**src/rtl/weight_update_pkg.sv**
```systemverilog
// weight_update_pkg
// Shared constants for the weight_update block: default datapath geometry,
// FSM state encoding, the fixed parameter index order and the reset image
// of the parameter bank.
package weight_update_pkg;

  localparam int P_DWIDTH = 32;  // width of data, weights, biases, lr
  localparam int P_FRAC   = 24;  // fractional bits of the fixed-point format
  localparam int P_NPARAM = 17;  // number of weights + biases

  typedef enum logic [1:0] {
    S_IDLE = 2'd0,
    S_RECV = 2'd1,
    S_CALC = 2'd2,
    S_DONE = 2'd3
  } state_t;

  // Order in which gradients arrive during a pass.
  localparam int IDX_WA11   = 0;
  localparam int IDX_WA12   = 1;
  localparam int IDX_WA13   = 2;
  localparam int IDX_WB11   = 3;
  localparam int IDX_WB12   = 4;
  localparam int IDX_WB13   = 5;
  localparam int IDX_WA21   = 6;
  localparam int IDX_WA22   = 7;
  localparam int IDX_WB21   = 8;
  localparam int IDX_WB22   = 9;
  localparam int IDX_WC21   = 10;
  localparam int IDX_WC22   = 11;
  localparam int IDX_BIAS11 = 12;
  localparam int IDX_BIAS12 = 13;
  localparam int IDX_BIAS13 = 14;
  localparam int IDX_BIAS21 = 15;
  localparam int IDX_BIAS22 = 16;

  // Reset image of the parameter bank, entry i is parameter idx i.
  localparam logic [P_NPARAM-1:0][P_DWIDTH-1:0] PARAM_INIT = '0;

endpackage

```
**src/rtl/weight_update_sat.sv**
```systemverilog
// sat_update
// Combinational datapath for one parameter update:
//   delta = i_product >>> FRAC   (floor), saturated to DWIDTH
//   o_new = i_param - delta,      saturated to DWIDTH
// Ports:
//   i_product : 2*DWIDTH signed, registered lr*grad product
//   i_param   : DWIDTH signed, current parameter value
//   o_new     : DWIDTH signed, updated parameter value
module sat_update #(
  parameter int DWIDTH = 32,
  parameter int FRAC   = 24
) (
  input  logic signed [2*DWIDTH-1:0] i_product,
  input  logic signed [DWIDTH-1:0]   i_param,
  output logic signed [DWIDTH-1:0]   o_new
);

  localparam logic signed [DWIDTH-1:0] MAXV = {1'b0, {(DWIDTH-1){1'b1}}};
  localparam logic signed [DWIDTH-1:0] MINV = {1'b1, {(DWIDTH-1){1'b0}}};

  logic signed [2*DWIDTH-1:0] w_shifted;
  logic        [DWIDTH:0]     w_hi;
  logic signed [DWIDTH-1:0]   w_delta;
  logic signed [DWIDTH:0]     w_diff;

  assign w_shifted = i_product >>> FRAC;
  // Bits above the DWIDTH result, plus its sign bit: all equal means it fits.
  assign w_hi = w_shifted[2*DWIDTH-1:DWIDTH-1];

  always_comb begin
    w_delta = w_shifted[DWIDTH-1:0];
    if (!((&w_hi) || (~|w_hi))) begin
      w_delta = w_shifted[2*DWIDTH-1] ? MINV : MAXV;
    end
  end

  // One guard bit is enough for the difference of two DWIDTH values.
  assign w_diff = $signed({i_param[DWIDTH-1], i_param}) -
                  $signed({w_delta[DWIDTH-1], w_delta});

  always_comb begin
    o_new = w_diff[DWIDTH-1:0];
    if (w_diff[DWIDTH] != w_diff[DWIDTH-1]) begin
      o_new = w_diff[DWIDTH] ? MINV : MAXV;
    end
  end

endmodule

```
**src/rtl/weight_update.sv**
```systemverilog
// weight_update
// Gradient-descent update of a 17-entry weight/bias bank. A pass starts on
// start in IDLE (lr captured), then for each parameter in fixed order accepts
// one gradient (RECV, valid/ready), and applies param -= sat(lr*grad >> frac)
// with saturation (CALC). After the last parameter, done pulses for one cycle.
// Ports:
//   clk, rst               : clock, asynchronous active-high reset
//   start, lr              : begin a pass / learning rate captured with it
//   grad_data, grad_valid  : gradient stream input
//   grad_ready             : high in RECV only
//   busy, done             : pass in progress / end-of-pass pulse
//   wa11 .. bias22         : live parameter register bank
module weight_update
  import weight_update_pkg::*;
#(
  parameter int DWIDTH = P_DWIDTH,
  parameter int frac   = P_FRAC,
  parameter int NPARAM = P_NPARAM
) (
  input  logic                     clk,
  input  logic                     rst,
  input  logic                     start,
  input  logic signed [DWIDTH-1:0] lr,
  input  logic signed [DWIDTH-1:0] grad_data,
  input  logic                     grad_valid,
  output logic                     grad_ready,
  output logic                     busy,
  output logic                     done,
  output logic signed [DWIDTH-1:0] wa11,
  output logic signed [DWIDTH-1:0] wa12,
  output logic signed [DWIDTH-1:0] wa13,
  output logic signed [DWIDTH-1:0] wb11,
  output logic signed [DWIDTH-1:0] wb12,
  output logic signed [DWIDTH-1:0] wb13,
  output logic signed [DWIDTH-1:0] wa21,
  output logic signed [DWIDTH-1:0] wa22,
  output logic signed [DWIDTH-1:0] wb21,
  output logic signed [DWIDTH-1:0] wb22,
  output logic signed [DWIDTH-1:0] wc21,
  output logic signed [DWIDTH-1:0] wc22,
  output logic signed [DWIDTH-1:0] bias11,
  output logic signed [DWIDTH-1:0] bias12,
  output logic signed [DWIDTH-1:0] bias13,
  output logic signed [DWIDTH-1:0] bias21,
  output logic signed [DWIDTH-1:0] bias22
);

  localparam int IW = $clog2(NPARAM);
  localparam logic [IW-1:0] LAST_IDX = IW'(NPARAM - 1);

  state_t                     r_state;
  logic [IW-1:0]              r_idx;
  logic signed [DWIDTH-1:0]   r_lr;
  logic signed [2*DWIDTH-1:0] r_product;
  logic signed [DWIDTH-1:0]   r_param [NPARAM];
  logic                       r_ready;
  logic                       r_busy;
  logic                       r_done;

  logic signed [2*DWIDTH-1:0] w_lr_ext;
  logic signed [2*DWIDTH-1:0] w_grad_ext;
  logic signed [DWIDTH-1:0]   w_new;

  // Sign-extend both operands so the product keeps all 2*DWIDTH bits.
  assign w_lr_ext   = (2*DWIDTH)'(r_lr);
  assign w_grad_ext = (2*DWIDTH)'(grad_data);

  sat_update #(
    .DWIDTH (DWIDTH),
    .FRAC   (frac)
  ) u_sat (
    .i_product (r_product),
    .i_param   (r_param[r_idx]),
    .o_new     (w_new)
  );

  always_ff @(posedge clk or posedge rst) begin
    if (rst) begin
      r_state   <= S_IDLE;
      r_idx     <= '0;
      r_lr      <= '0;
      r_product <= '0;
      r_ready   <= 1'b0;
      r_busy    <= 1'b0;
      r_done    <= 1'b0;
      for (int i = 0; i < NPARAM; i++) begin
        r_param[i] <= PARAM_INIT[i][DWIDTH-1:0];
      end
    end else begin
      case (r_state)
        S_IDLE: begin
          if (start) begin
            r_lr    <= lr;
            r_idx   <= '0;
            r_ready <= 1'b1;
            r_busy  <= 1'b1;
            r_state <= S_RECV;
          end
        end
        S_RECV: begin
          if (grad_valid) begin
            r_product <= w_lr_ext * w_grad_ext;
            r_ready   <= 1'b0;
            r_state   <= S_CALC;
          end
        end
        S_CALC: begin
          r_param[r_idx] <= w_new;
          if (r_idx == LAST_IDX) begin
            r_done  <= 1'b1;
            r_state <= S_DONE;
          end else begin
            r_idx   <= r_idx + IW'(1);
            r_ready <= 1'b1;
            r_state <= S_RECV;
          end
        end
        S_DONE: begin
          r_done  <= 1'b0;
          r_busy  <= 1'b0;
          r_state <= S_IDLE;
        end
        default: begin
          r_ready <= 1'b0;
          r_busy  <= 1'b0;
          r_done  <= 1'b0;
          r_state <= S_IDLE;
        end
      endcase
    end
  end

  assign grad_ready = r_ready;
  assign busy       = r_busy;
  assign done       = r_done;

  assign wa11   = r_param[IDX_WA11];
  assign wa12   = r_param[IDX_WA12];
  assign wa13   = r_param[IDX_WA13];
  assign wb11   = r_param[IDX_WB11];
  assign wb12   = r_param[IDX_WB12];
  assign wb13   = r_param[IDX_WB13];
  assign wa21   = r_param[IDX_WA21];
  assign wa22   = r_param[IDX_WA22];
  assign wb21   = r_param[IDX_WB21];
  assign wb22   = r_param[IDX_WB22];
  assign wc21   = r_param[IDX_WC21];
  assign wc22   = r_param[IDX_WC22];
  assign bias11 = r_param[IDX_BIAS11];
  assign bias12 = r_param[IDX_BIAS12];
  assign bias13 = r_param[IDX_BIAS13];
  assign bias21 = r_param[IDX_BIAS21];
  assign bias22 = r_param[IDX_BIAS22];

endmodule

```
**config.mk**
```make
export PLATFORM = sky130hd
export DESIGN_NAME = weight_update
export DESIGN_NICKNAME = d
export VERILOG_FILES = /design/src/rtl/weight_update_pkg.sv /design/src/rtl/weight_update_sat.sv /design/src/rtl/weight_update.sv
export SDC_FILE = /design/constraint.sdc
export NUM_CORES = 2
export LEC_CHECK = 0
export ABC_AREA = 1
export CORE_ASPECT_RATIO = 1.25
export CORE_UTILIZATION = 50
export CTS_CLUSTER_SIZE = 25
export DETAILED_ROUTE_END_ITERATION = 6
export HOLD_SLACK_MARGIN = 0.12
export PLACE_DENSITY = 0.72
export SYNTH_ARGS = -nofsm -noshare
export SYNTH_HDL_FRONTEND = slang
export SYNTH_SLANG_ARGS = --single-unit
```
**constraint.sdc**
```tcl
create_clock -name clk -period 69.2 [get_ports clk]
set_input_delay 20.76 -clock clk [delete_from_list [all_inputs] [get_ports clk]]
set_output_delay 20.76 -clock clk [all_outputs]
set_load 0.05 [all_outputs]
```
After elaboration in Yosys (flattened, before gate mapping)
Cells that the tools add are included.

Logic and storage cells: 80. Input bits: 68. Flip-flop bits (word level): 650. Output and inout bits: 547.

Bitwise gates (word level): 1. $lt $le $gt $ge: 2. Multiplexer cells: 24. Eq/ne operators: 9. Reduce and logical (&&, ||, !) cells: 17. Add/subtract/negate cells: 2. Multipliers: 1.

Operators with widths (count): $bwmux 544 (1); $mux 32 (7); $bmux 32 s5 (1); $demux 32 s5 (1); $mul 32x32->64 (1); $sub 32x32->33 (1); $mux 5 (2); $pmux 5 s2 (1); $reduce_and 2->1 (5); $reduce_and 9->1 (1); $reduce_or 9->1 (1); $ne 2x2->1 const B (4); $pmux 2 s4 (1); $ge 6x6->1 const B (1); $lt 6x1->1 const B (1); $mux 2 (3); $not 5->6 (1); $reduce_bool 2->1 (3); $add 5x1->5 const B (1); $eq 5x5->1 const B (1); $eq 2x2->1 const B (2); $mux 1 (4); $pmux 1 s2 (2); $reduce_and 4->1 (1); other kinds (9) (9).

Depth between registers and ports, before layout
Word-level depth: 8. Mapped depth: 34. Gate-level depth less buffers: 32.

Hierarchy
A second synthesis with hierarchy kept.

Cell total of the unflattened synthesis: 8708. Area, all modules: 69242.7 um^2.

By module, submodules not included: weight_update (seq. area each 16265.6 um^2, area an instance 66445.0 um^2, instances 1, cells an instance 8160); sat_update (seq. area each 0.0 um^2, area an instance 2797.7 um^2, instances 1, cells an instance 548).

Worst setup path after synthesis
Ideal clock, no wire load.

Path kind: input -> register. Start point: in grad_data[7]. End point: reg r_product[63]. Arrival time: 27396 ps. Library setup time: 118 ps. Required time: 69082 ps. Buffers on the path: 1. Stages on the path: 29. Setup slack: 41686 ps. Cell sequence: clkbuf_1 nand2_1 inv_1 fa_1 inv_1 fa_1 inv_1 fa_1 fa_1 inv_1 fa_1 inv_1 fa_1 inv_1 fa_1 inv_1 fa_1 ha_1 nand2_1 nor2_1 inv_1 nor3_1 nand2_1 nor3_1 nand2_1 nand2_1 nand2_1 nand3_1 nand2_1.

Longest elaborated chain between the ends: 1.

Ends and longest elaborated chain: from (decl) (line weight_update.sv:24) `input logic signed [DWIDTH-1:0] grad_data,`; $mul 32x32->64 (line weight_update.sv:102) `r_product <= w_lr_ext * w_grad_ext;`; to (signal assigned) (line weight_update.sv:102); to (decl) (line weight_update.sv:54) `logic signed [2*DWIDTH-1:0] r_product;`.

Every way passes these cells. A chain may end at the register's enable or synchronous reset.

Final worst setup path
Start point: in grad_data[5]. End point: reg r_product[63].

The elaborated chain is that of the path after synthesis.

==> run_results.csv <==
group,metric,value,unit
worst_setup_path,crit_fanout,32,
sta,rsz0062_at_grt,"false",
floorplanning,die_w,335.1,um
worst_setup_path,cpPeakStageDelay,0.90,ns
clock_network,clkTransAtPathRegs,0.07,ns
sta,slew_headroom,0.2404,
worst_setup_path,cp-end-kind,"flip-flop",
synthesis,synth_most_common_cell,"nand2_1",
worst_setup_path,cp.required,69.79,ns
clock_network,cts_buffers,71,
synthesis,ys_top_cells_by_area,"fa_1 (31%), dfrtp_1 (23%), nand2_1 (19%)",
cells_and_area,regMostFlops,"r_product",
synthesis,yosysSeqAreaShare,0.2258,
worst_setup_path,crit_end,"r_product[63]",
worst_setup_path,start_kind,"input port",
synthesis,synth_cell_types,43,
clock_network,clockRootBuffer,"clkbuf_16",
synthesis,synth_top_family_by_area,"adder cells",
clock_network,clock_latency,0.71,ns
floorplanning,fp.dieH,418.4,um
detailed_routing,firstDrtPassIters,7,
synthesis,ys_async_sr_fraction,1.000,
sta,setup-tns-final,0,ns
cells_and_area,fill_cells,12440,
worst_setup_path,r2r_start,"r_lr[31]",
synthesis,synth_simple_gate_area_frac,0.2366,
floorplanning,io_pins,615,
outcome,outcome,"complete, no violations",
clock_network,cts_tree,"yes",
worst_hold_path,hold_path.class,"flip-flop to flip-flop",
synthesis,synth_top_area_frac,0.3123,
detailed_routing,ant_nets,0,
cells_and_area,multi_input_area,45050,um^2
floorplanning,start_util,0.5045,
synthesis,synth_nets,10470,
floorplanning,die-area,140200,um^2
global_routing,grt_pass1_wl,387.1,mm
cells_and_area,drive_above_1_share,0.03855,
global_routing,antenna_found_initial,1,
synthesis,synth_fa_ha_area_frac,0.3512,
clock_network,cts_hold_buffers,0,
detailed_routing,routed_wirelength,252.5,mm
placement,gp_congestion,1.015,
synthesis,synth_compound_area_frac,0.05501,
clock_network,cts_sinks,626,
cells_and_area,area_growth,14.14,%
global_routing,grt_pass1_vias,64640,
global_routing,track_usage,0.3661,
worst_setup_path,critPathTopFamily,"adder cells",
synthesis,yosysTopAreaCell,"fa_1",
synthesis,synth_top_flop_cell,"dfrtp_1",
worst_setup_path,startpoint,"grad_data[5]",
sta,period_share,0.4132,
synthesis,synthCells,9100,
worst_setup_path,worst-path-buf-inv,10,
clock_network,clk_path_buf_depth,3,
detailed_routing,vias_per_cell,5.470,
sta,hold_violations,0,
detailed_routing,wl_per_cell,22.31,um
worst_setup_path,ff2ff_setup_slack,60.80,ns
worst_setup_path,worstPathArrival,29.18,ns
synthesis,ys.warnings.count,0,
global_routing,overflow,0,
clock_network,htree_levels,3,
clock_network,cts_setup_buffers,0,
floorplanning,rows,152,
sta,finalCriticalPeriod,28.59,ns
clock_network,cts.repair.resized,0,
synthesis,syn_area,69370,um^2
sta,setup_viol,0,
placement,io_buffers,614,
synthesis,ys_top_cells_by_count,"nand2_1 (3,427), inv_1 (1,778), fa_1 (1,082)",
worst_setup_path,reg2regPathDepth,29,
detailed_routing,route.detailed.drc,0,
sta,fin_skew,0.03975,ns
synthesis,muxShareOfSynthArea,0,
floorplanning,core_area,137500,um^2
placement,dp.final_hpwl,193.1,mm
sta,finalMaxSlewViolations,0,
synthesis,avgSynthCellArea,7.623,um^2
detailed_routing,first_iter_violations,5266,
cells_and_area,seq_area,15680,um^2
cells_and_area,fin_nets,10780,
sta,tightest_slew,1.139,ns
job,max_cap_viol_count,0,
sta,fmax,34.97,MHz
synthesis,synth_xor_area_frac,0.004419,
worst_setup_path,path_depth,30,
detailed_routing,vias,61910,
synthesis,synth_edf_count,0,
worst_setup_path,slowest_stage,"fa_1",
cells_and_area,largest_reg_flops,40,
global_routing,grt_max_degree,156,
synthesis,yosys_register_bits,626,
worst_setup_path,r2r_end,"r_product[63]",
worst_setup_path,path_class,"input port to flip-flop",
-- layer usage --
metal / vias up / GRT usage / part of all wire
li1: 27160 / - / -
met1: 30610 / 0.4172 / 0.34
met2: 3222 / 0.6093 / 0.48
met3: 917 / 0.08927 / 0.096
met4: 2 / 0.2456 / 0.079
met5: - / 0 / 0.000051
-- area by class of cell --
type / count / share of cell area
Multi-Input combinational cell: 6202 / 0.5690
Timing Repair Buffer: 722 / 0.08821
Clock buffer: 93 / 0.02525
Clock inverter: 35 / 0.005168
Sequential cell: 626 / 0.1980
Tap cell: 1848 / 0.02920
Inverter: 1791 / 0.08508
Antenna cell: 1 / 0.00003161
-- per-stage QoR --
| stage | cell area [um^2] | worst slack [ns] | instances | util | hold slack, ns |
|---|---|---|---|---|---|
| final | 79170 | 40.61 | 11320 | 0.5758 | 0.4781 |
| after CTS | 79170 | 40.62 | 11320 | 0.5758 | 0.4848 |
| after global placement | 76760 | 40.04 | 11190 | 0.5583 | 0.4667 |
| after detailed placement | 76760 | 39.88 | 11190 | 0.5583 | 0.4672 |
| after global routing | 79170 | 40.10 | 11320 | 0.5758 | 0.5067 |
| after floorplan | 69370 | 30.91 | 9100 | - | 0.4491 |
-- cells by family (layout without fill, tap and decap cells) --
group	count (synthesis)	count (layout)
flip-flops	626	626
buffers and inverters	2272	2641
other	0	1
AND/OR/NAND/NOR	4177	4177
AO/OA/AOI/OAI	692	692
XOR/XNOR	35	35
adder cells (fa/ha/maj)	1298	1298
-- placed cells by master, fill, tap and decap left out, drive strengths merged, types with 2 or more instances in the layout --
cell           netlist  final
nand4               26     26
and3                 3      3
clkbuf             437     93
xnor2               14     14
nand2             3497   3497
nor3b                2      2
nor3                23     23
o21ai              329    329
a21boi               3      3
a21oi              173    173
clkinv               2     27
nor2               461    461
clkdlybuf4s50        0    612
nand3              144    144
inv               1789   1794
fa                1082   1082
o31ai                3      3
o21bai              18     18
or2                  9      9
buf                 44    110
xor2                21     21
ha                 216    216
bufinv               0      4
o21a                 3      3
a22o                31     31
o22ai              129    129
dfrtp              626    626
nor4                 7      7
nand3b               3      3
-- worst min path at each step --
stage	from	to	slack (ns)	cells past startpoint
detailed placement	r_product[55]	r_product[55]	0.47	2
CTS	r_product[38]	r_product[38]	0.48	2
floorplan	r_product[55]	r_product[55]	0.45	2
finish	r_product[38]	r_product[38]	0.48	2
global placement	r_product[37]	r_product[37]	0.47	2
global route	r_product[38]	r_product[38]	0.51	2
-- tightest hold or removal path, stage by stage, from the launching register on --
cell     delay [ns]
dfrtp_1        0.34
nand2_1        0.05
nand2_1        0.06
Power is not shown: default switching activity piles up to over one toggle a cycle in this logic, so the estimate is an artifact.
